## src/rtl/mdu_hilo_if.sv

```systemverilog
// Issue/result bundle between the E stage and the HI/LO multiply/divide unit.
interface mdu_hilo_if;
  logic        start;
  logic [3:0]  hilo_type;
  logic [31:0] rs_data;
  logic [31:0] rt_data;
  logic        busy;
  logic [31:0] hilo_rd;
  logic [31:0] hi;
  logic [31:0] lo;

  modport master (
    output start, hilo_type, rs_data, rt_data,
    input  busy, hilo_rd, hi, lo
  );

  modport slave (
    input  start, hilo_type, rs_data, rt_data,
    output busy, hilo_rd, hi, lo
  );
endinterface

```

## src/rtl/mdu_hilo.sv

```systemverilog
// mdu_hilo: multi-cycle mult/multu/div/divu unit owning the HI/LO registers.
// Define MDU_DIVIDE_EN to build div/divu; without it codes 1 and 3 behave as none.
module mdu_hilo #(
  parameter int MULT_CYCLES = 5,
  parameter int DIV_CYCLES  = 10
) (
  input  logic      clk,
  input  logic      reset,
  mdu_hilo_if.slave mdu
);

  localparam int MAX_CYCLES = (MULT_CYCLES > DIV_CYCLES) ? MULT_CYCLES : DIV_CYCLES;
  localparam int CNT_W      = $clog2(MAX_CYCLES + 1);

  localparam logic [3:0] OP_MULT  = 4'd0;
  localparam logic [3:0] OP_MULTU = 4'd2;
  localparam logic [3:0] OP_MFHI  = 4'd4;
  localparam logic [3:0] OP_MFLO  = 4'd5;
  localparam logic [3:0] OP_MTHI  = 4'd6;
  localparam logic [3:0] OP_MTLO  = 4'd7;
`ifdef MDU_DIVIDE_EN
  localparam logic [3:0] OP_DIV   = 4'd1;
  localparam logic [3:0] OP_DIVU  = 4'd3;
`endif

  typedef enum logic {
    ST_IDLE = 1'b0,
    ST_BUSY = 1'b1
  } state_e;

  state_e           state_q;
  logic [CNT_W-1:0] cnt_q;
  logic             busy_q;
  logic [3:0]       op_q;
  logic [31:0]      op_a_q;
  logic [31:0]      op_b_q;
  logic [31:0]      hi_q;
  logic [31:0]      lo_q;

  logic             md_start_s;
  logic [CNT_W-1:0] cnt_init_s;
  logic             mul_sgn_s;
  logic [63:0]      prod_s;
  logic [31:0]      res_hi_s;
  logic [31:0]      res_lo_s;
  logic             res_wr_s;

  // Decode which codes launch a multi-cycle op and how long it runs.
  always_comb begin
    md_start_s = 1'b0;
    cnt_init_s = CNT_W'(MULT_CYCLES);
    case (mdu.hilo_type)
      OP_MULT, OP_MULTU: begin
        md_start_s = 1'b1;
        cnt_init_s = CNT_W'(MULT_CYCLES);
      end
`ifdef MDU_DIVIDE_EN
      OP_DIV, OP_DIVU: begin
        md_start_s = 1'b1;
        cnt_init_s = CNT_W'(DIV_CYCLES);
      end
`endif
      default: begin
        md_start_s = 1'b0;
        cnt_init_s = CNT_W'(MULT_CYCLES);
      end
    endcase
  end

  // The low 64 bits of a product of sign-extended operands equal the signed product.
  always_comb begin
    mul_sgn_s = (op_q == OP_MULT);
    prod_s    = {{32{mul_sgn_s & op_a_q[31]}}, op_a_q} *
                {{32{mul_sgn_s & op_b_q[31]}}, op_b_q};
  end

`ifdef MDU_DIVIDE_EN
  logic        div_sgn_s;
  logic        neg_a_s;
  logic        neg_b_s;
  logic [31:0] abs_a_s;
  logic [31:0] abs_b_s;
  logic [31:0] uquo_s;
  logic [31:0] urem_s;
  logic [31:0] quo_s;
  logic [31:0] rem_s;

  // Signed divide as magnitude divide plus sign fix-up; 0x80000000 / -1 wraps to 0x80000000.
  always_comb begin
    div_sgn_s = (op_q == OP_DIV);
    neg_a_s   = div_sgn_s & op_a_q[31];
    neg_b_s   = div_sgn_s & op_b_q[31];
    abs_a_s   = neg_a_s ? (32'd0 - op_a_q) : op_a_q;
    abs_b_s   = neg_b_s ? (32'd0 - op_b_q) : op_b_q;
    if (abs_b_s != 32'd0) begin
      uquo_s = abs_a_s / abs_b_s;
      urem_s = abs_a_s % abs_b_s;
    end else begin
      uquo_s = 32'd0;
      urem_s = 32'd0;
    end
    quo_s = (neg_a_s ^ neg_b_s) ? (32'd0 - uquo_s) : uquo_s;
    rem_s = neg_a_s ? (32'd0 - urem_s) : urem_s;
  end
`endif

  // Select the result written on the final busy edge; a zero divisor writes nothing.
  always_comb begin
    res_hi_s = hi_q;
    res_lo_s = lo_q;
    res_wr_s = 1'b0;
    case (op_q)
      OP_MULT, OP_MULTU: begin
        res_hi_s = prod_s[63:32];
        res_lo_s = prod_s[31:0];
        res_wr_s = 1'b1;
      end
`ifdef MDU_DIVIDE_EN
      OP_DIV, OP_DIVU: begin
        res_hi_s = rem_s;
        res_lo_s = quo_s;
        if (op_b_q != 32'd0) begin
          res_wr_s = 1'b1;
        end else begin
          res_wr_s = 1'b0;
        end
      end
`endif
      default: begin
        res_hi_s = hi_q;
        res_lo_s = lo_q;
        res_wr_s = 1'b0;
      end
    endcase
  end

  // Control FSM with operand latch, busy counter and HI/LO registers.
  always_ff @(posedge clk or negedge reset) begin
    if (!reset) begin
      state_q <= ST_IDLE;
      busy_q  <= 1'b0;
      cnt_q   <= '0;
      op_q    <= 4'd0;
      op_a_q  <= 32'd0;
      op_b_q  <= 32'd0;
      hi_q    <= 32'd0;
      lo_q    <= 32'd0;
    end else begin
      case (state_q)
        ST_IDLE: begin
          if (mdu.start && md_start_s) begin
            state_q <= ST_BUSY;
            busy_q  <= 1'b1;
            cnt_q   <= cnt_init_s;
            op_q    <= mdu.hilo_type;
            op_a_q  <= mdu.rs_data;
            op_b_q  <= mdu.rt_data;
          end else if (mdu.start && (mdu.hilo_type == OP_MTHI)) begin
            hi_q <= mdu.rs_data;
          end else if (mdu.start && (mdu.hilo_type == OP_MTLO)) begin
            lo_q <= mdu.rs_data;
          end else begin
            busy_q <= 1'b0;
          end
        end
        ST_BUSY: begin
          // Any start while busy is deliberately dropped here.
          if (cnt_q <= CNT_W'(1)) begin
            state_q <= ST_IDLE;
            busy_q  <= 1'b0;
            cnt_q   <= '0;
            if (res_wr_s) begin
              hi_q <= res_hi_s;
              lo_q <= res_lo_s;
            end
          end else begin
            cnt_q <= cnt_q - CNT_W'(1);
          end
        end
        default: begin
          state_q <= ST_IDLE;
          busy_q  <= 1'b0;
          cnt_q   <= '0;
        end
      endcase
    end
  end

  // mfhi/mflo read port straight off the registers.
  always_comb begin
    case (mdu.hilo_type)
      OP_MFHI: mdu.hilo_rd = hi_q;
      OP_MFLO: mdu.hilo_rd = lo_q;
      default: mdu.hilo_rd = 32'd0;
    endcase
  end

  assign mdu.busy = busy_q;
  assign mdu.hi   = hi_q;
  assign mdu.lo   = lo_q;

endmodule

```

## src/flat_wrapper.sv

```systemverilog
// flat-port wrapper written by rule: the top's interface ports become plain ports
module mdu_hilo_flat 
#(
  parameter int MULT_CYCLES = 5,
  parameter int DIV_CYCLES  = 10
)
  (clk, reset, mdu_start, mdu_hilo_type, mdu_rs_data, mdu_rt_data, mdu_busy, mdu_hilo_rd, mdu_hi, mdu_lo);
  mdu_hilo_if mdu_i ();
  input  logic clk;
  input  logic reset;
  input wire logic [$bits(mdu_i.start)-1:0] mdu_start;
  input wire logic [$bits(mdu_i.hilo_type)-1:0] mdu_hilo_type;
  input wire logic [$bits(mdu_i.rs_data)-1:0] mdu_rs_data;
  input wire logic [$bits(mdu_i.rt_data)-1:0] mdu_rt_data;
  output wire logic [$bits(mdu_i.busy)-1:0] mdu_busy;
  output wire logic [$bits(mdu_i.hilo_rd)-1:0] mdu_hilo_rd;
  output wire logic [$bits(mdu_i.hi)-1:0] mdu_hi;
  output wire logic [$bits(mdu_i.lo)-1:0] mdu_lo;
  assign mdu_i.start = mdu_start;
  assign mdu_i.hilo_type = mdu_hilo_type;
  assign mdu_i.rs_data = mdu_rs_data;
  assign mdu_i.rt_data = mdu_rt_data;
  assign mdu_busy = mdu_i.busy;
  assign mdu_hilo_rd = mdu_i.hilo_rd;
  assign mdu_hi = mdu_i.hi;
  assign mdu_lo = mdu_i.lo;
  mdu_hilo #(.MULT_CYCLES(MULT_CYCLES), .DIV_CYCLES(DIV_CYCLES)) u_core (.clk(clk), .reset(reset), .mdu(mdu_i));
endmodule
```

## config.mk

```make
export PLATFORM = sky130hd
export DESIGN_NAME = mdu_hilo_flat
export DESIGN_NICKNAME = d
export VERILOG_FILES = /design/src/rtl/mdu_hilo_if.sv /design/src/rtl/mdu_hilo.sv /design/src/flat_wrapper.sv
export SDC_FILE = /design/constraint.sdc
export NUM_CORES = 2
export LEC_CHECK = 0
export ABC_CLOCK_PERIOD_IN_PS = 9850
export BUFFER_PORTS_ARGS = -buffer_cell sky130_fd_sc_hd__buf_2
export CAP_MARGIN = 20
export CORE_ASPECT_RATIO = 0.9
export CORE_MARGIN = 2
export CORE_UTILIZATION = 45
export DETAILED_ROUTE_END_ITERATION = 10
export PLACE_DENSITY = 0.66
export SYNTH_ARGS = -nofsm -noshare
export SYNTH_HDL_FRONTEND = slang
export SYNTH_SLANG_ARGS = --single-unit
```

## constraint.sdc

```tcl
create_clock -name clk -period 9.85 [get_ports clk]
set_clock_uncertainty 0.1 [all_clocks]
set_input_delay 1.4775 -clock clk [delete_from_list [all_inputs] [get_ports clk]]
set_output_delay 1.4775 -clock clk [all_outputs]
set_load 0.02 [all_outputs]
```

Yosys cells after proc, flatten, opt, wreduce, memory -nomap -nowiden
Index checks and enable logic that the tools add are counted.

Latch bits: 0. Bits in registers: 138. Word-level logic and storage cells: 68. Memories: 0. Bits in writable memories: 0. Bits in read-only memories: 0.

Multiply operators: 1. Divide/modulo/power cells: 0. Magnitude comparators: 1. Equality and inequality tests: 16. Multiplexer cells: 27. Bitwise logic cells: 3. Reduce and logical (&&, ||, !) cells: 11. $add $sub $neg: 1. Shift operators: 0.

Operator list (count): 32-bit two-way mux (11); 32-bit one-hot mux with 2 select lines (3); 33-bit by 33-bit multiplier with 64-bit output (1); 4-bit by 3-bit == test with 1-bit output (second input constant) (4); 2-bit != test (second input constant) (5); 4-bit by 2-bit == test with 1-bit output (second input constant) (2); 4-bit zero test (2); 1-bit two-way mux (8); 4-bit two-way mux (2); 4-bit one-hot mux with 2 select lines (1); 2-bit by 1-bit != test with 1-bit output (second input constant) (3); 3-bit by 2-bit != test with 1-bit output (second input constant) (2); 6-bit AND reduction (1); 5-bit AND reduction (1); 4-bit by 1-bit <= comparator with 1-bit output (second input constant) (1); 1-bit one-hot mux with 2 select lines (2); 2-bit OR reduction (2); 4-bit by 1-bit subtractor with 4-bit output (second input constant) (1); 1-bit logical AND (3); 3-bit AND reduction (1); 1-bit AND (2); 2-bit AND reduction (1); 1-bit inverter (1).

Longest topological paths before layout
Depth after elaboration: 7. Gate-level depth with buffers: 31.

Worst setup path after synthesis
Ideal clock, no wire load.

Path type: flip-flop to flip-flop. Start point: register u_core.op_q[1]. End point: register u_core.hi_q[31], in the netlist u_core.mdu.hi[31]. Stages on the path, launching flop included: 31. Buffers on the path: 1. Data arrival time: 8256 ps. Period minus slack after synthesis: 8425 ps. Path slack: 1425 ps. Cell sequence: dfrtp_1 > nor4_1 > and2_1 > clkbuf_1 > nand2_1 > inv_1 > fa_1 > inv_1 > fa_1 > inv_1 > fa_1 > fa_1 > inv_1 > fa_1 > inv_1 > fa_1 > inv_1 > fa_1 > fa_1 > inv_1 > ha_1 > and3_4 > and2_4 > nand4_1 > nor3_1 > a2111oi_4 > a21oi_2 > o211ai_2 > a211oi_1 > or4b_1 > nand3_1.

Word-level cells in the longest chain between the ends: 7. Elaborated cells between the ends (all ways): 14. Classes of those cells: 1 x mul; 3 x eq/ne; 5 x mux; 2 x bitwise; 3 x reduce/logical.

RTL lines: from (decl) (RTL line mdu_hilo.sv:34) `logic [3:0] op_q;`; from (signal assigned) (RTL line mdu_hilo.sv:155) `op_q <= mdu.hilo_type;`; 4-bit zero test (RTL line mdu_hilo.sv:72, mdu_hilo.sv:112); 1-bit AND (on tied branches) (RTL line mdu_hilo.sv:73, mdu_hilo.sv:74); 33-bit by 33-bit multiplier with 64-bit output (RTL line mdu_hilo.sv:73) `prod_s = {{32{mul_sgn_s & op_a_q[31]}}, op_a_q} *`; 32-bit two-way mux (RTL line mdu_hilo.sv:112) `case (op_q)`; 32-bit two-way mux (RTL line mdu_hilo.sv:172) `if (res_wr_s) begin`; 32-bit two-way mux (RTL line mdu_hilo.sv:168) `if (cnt_q <= CNT_W'(1)) begin`; 32-bit one-hot mux with 2 select lines (RTL line mdu_hilo.sv:149) `case (state_q)`; to (signal assigned) (RTL line mdu_hilo.sv:159) `hi_q <= mdu.rs_data;`; to (signal assigned) (RTL line mdu_hilo.sv:173) `hi_q <= res_hi_s;`; to (decl) (RTL line mdu_hilo.sv:37) `logic [31:0] hi_q;`.

Several ways; a longest one is shown, not always the timed one. The select of a mux whose other input is x is not followed. A chain may end at the register's enable or synchronous reset.

Worst setup path in the final report
Start point: register u_core.op_q[1]. End point: register u_core.hi_q[30], in the netlist u_core.mdu.hi[30].

Same word-level chain as after synthesis.

==> results.toml <==
[global_routing]
grt_pass1_wl_mm = 193
grt-ovfl-total = 0
grt_usage = 0.249
grt_antenna_before_repair = 8
grt_max_degree = 73
grt_pass1_vias = 34100

[clocking]
cts_tree = "yes"
post-cts-setup-buffer-count = 0
root_buffer = "clkbuf_16"
cts_hold_buf = 0
cts.clk_slew.worst_paths_ns = 0.07
htreeDepth = 4
cts_resized = 0
clockBufferDepth = 2
cts_sinks = 138
clock_latency_ns = 0.46
cts_buffers = 17

[worst_setup_path]
critPathBufInv = 3
end_kind = "register"
crit_family = "adder cells"
crit_required_ns = 10.09
slowest_delay_ns = 0.68
crit_arrival_ns = 9.48
startpoint_type = "register"
critPathSlowestCell = "and2_1"
crit_type = "register to register"
cp_common_cell = "fa_1"
crit_fanout = 13
worstPathCellList = "nor4_2 -> and2_1 -> nand2_1 -> inv_1 -> fa_1 -> fa_1 -> fa_1 -> inv_1 -> fa_1 -> fa_1 -> fa_1 -> fa_1 -> fa_1 -> inv_1 -> ha_1 -> a21o_2 -> a21oi_1 -> o21ai_1 -> a221o_1 -> a221o_1 -> o21ai_0 -> o211ai_1 -> mux2i_1 -> a221oi_1"

[outcome]
status = "finished, final reports clean"

[timing]
slew_viol_final = 0
min_period_ns = 9.24
min_period_over_period = 0.938
tns_ns = 0
relSlewSlack = 0.192
max_freq_mhz = 108
setup_viol = 0
worst_slack_ns = 0.608
timing_worst_slew_pin_value_ns = 1.21
rsz0062_at_grt = "false"
hold_viol_final = 0

[placed_design]
place_area_mm2 = 0.0463
numPortBuffers = 167
gp_congestion = 0.933
dp_slack_ns = 0.708
hpwl_mm = 100

[logic_synthesis]
ys_top_cells_by_area = "fa_1 51%, inv_1 9.6%, dfrtp_1 7.8%"
async_flop_share = 1.00
yosysMostFrequentCell = "inv_1"
yosysTopAreaCell = "fa_1"
ys.flop_type = "dfrtp_1"
yosysWarningCount = 0
seq_area_frac_synth = 0.0782
netlist.area_leader.share = 0.510
syn-instance-count = 4741
ys_seq_elements = 138
netlist_top_cells_count = "1135 x inv_1, 1125 x fa_1, 834 x nand2_1, 312 x and2_1, 265 x clkbuf_1"
ys_types = 84
syn-num-nets = 6151
syn_area_per_cell_um2 = 9.31
synth_edf_count = 0
netlist_area_mm2 = 0.0442

[die]
initial_core_util = 0.456
die_height_um = 301
core_area_mm2 = 0.0969
io_pins = 168
die_area_mm2 = 0.101
die_x_um = 334
core.rowCount = 108

[drt]
vias_per_cell = 5.29
wl_per_cell_um = 19.9
firstDrtPassIters = 5
ant_nets = 0
num_vias = 31900
drt-total-wl_mm = 120
drc_errors = 0
drt-initial-drc-count = 2116

[run]
cap_violations = 0

[cells_and_area]
finalInstanceArea_mm2 = 0.0470
layout-area-overhead-vs-synth_pct = 6.35
drive_gt1_frac = 0.0906
nNetsFinal = 6155

[hold_path]
min_path_type = "register to register"
[area by class of cell]
| class | count | area (µm²) |
|---|---|---|
| fill | 9064 | 49900 |
| multi-input combinational | 3185 | 35400 |
| clock inverter | 15 | 191 |
| antenna | 7 | 17.5 |
| timing repair buffer | 268 | 1660 |
| sequential | 138 | 3460 |
| clock buffer | 17 | 425 |
| inverter | 1135 | 4260 |
| tap | 1265 | 1580 |
[layer usage]
layer	track usage	vias up	wire length, µm
met3	0.0490	183	9150
met4	0.0824	0	4170
met5	0	-	0
met2	0.414	1060	58300
li1	-	13800	-
met1	0.329	16900	48700
[sequential cells by signal (all words and copies together) (netlist names)]
name and flops:
u_core.cnt_q 4, u_core.mdu.busy 1, u_core.mdu.hi 32, u_core.mdu.lo 32, u_core.op_a_q 32, u_core.op_b_q 32, u_core.op_q 4, u_core.state_q 1
[worst min-delay path, stage by stage, from the launching register on]
cell     delay, ns
dfrtp_1       0.34
nand2_1       0.05
nand2_1       0.05
[layout by cell type, fill, tap and decap left out, drive strengths merged, types with 4 or more instances in the layout]
| cell type | n |
|---|---|
| o31ai | 5 |
| nand2 | 834 |
| a21oi | 105 |
| mux2 | 66 |
| and3 | 29 |
| a31oi | 8 |
| a211oi | 6 |
| nor3 | 12 |
| xnor2 | 56 |
| fa | 1125 |
| or3 | 4 |
| nor2b | 18 |
| or2 | 11 |
| a21o | 51 |
| nor2 | 60 |
| and2 | 315 |
| clkbuf | 18 |
| inv | 1145 |
| nand4 | 10 |
| dfrtp | 138 |
| ha | 214 |
| diode | 7 |
| o21a | 7 |
| o21bai | 6 |
| nand2b | 8 |
| xor2 | 16 |
| o21ai | 94 |
| nand3 | 22 |
| buf | 267 |
| a22o | 32 |
| mux2i | 17 |
| o211ai | 7 |
[through the flow]
stage          utilization  cells  hold slack [ns]
2_1_floorplan            -   4741            0.369
4_1_cts              0.484   6021            0.379
6_report             0.485   6030            0.374
5_1_grt              0.485   6028            0.422
3_5_place_dp         0.478   5989            0.362
3_3_place_gp         0.477   5988            0.353
[final timing paths]
check                                start                 to  slack [ns]  cells after the start
hold reg to reg            u_core.mdu.busy    u_core.mdu.busy        0.37                      2
hold / removal             u_core.mdu.busy    u_core.mdu.busy        0.37                      2
max in group asynchronous            reset  u_core.op_b_q[24]        7.14                      2
setup reg to reg            u_core.op_q[1]  u_core.mdu.hi[30]        0.61                     24
setup / recovery            u_core.op_q[1]  u_core.mdu.hi[30]        0.61                     24
min in group asynchronous            reset   u_core.mdu.lo[1]        0.94                      1
[cell families (layout without fill, tap and decap cells)]
group                      Yosys count  in the layout  synth area share
other                                0              7                 0
and+or+nand+nor                   1339           1339             0.140
muxes                               83             83            0.0207
DFF                                138            138            0.0782
xor gates and xnor gates            72             72            0.0143
AOI/OAI and AO/OA                  352            352            0.0547
adders and majority gates         1339           1339             0.571
buffers and inverters             1418           1435             0.122
Power is not shown: default switching activity piles up to over one toggle a cycle in this logic, so the estimate is an artifact.
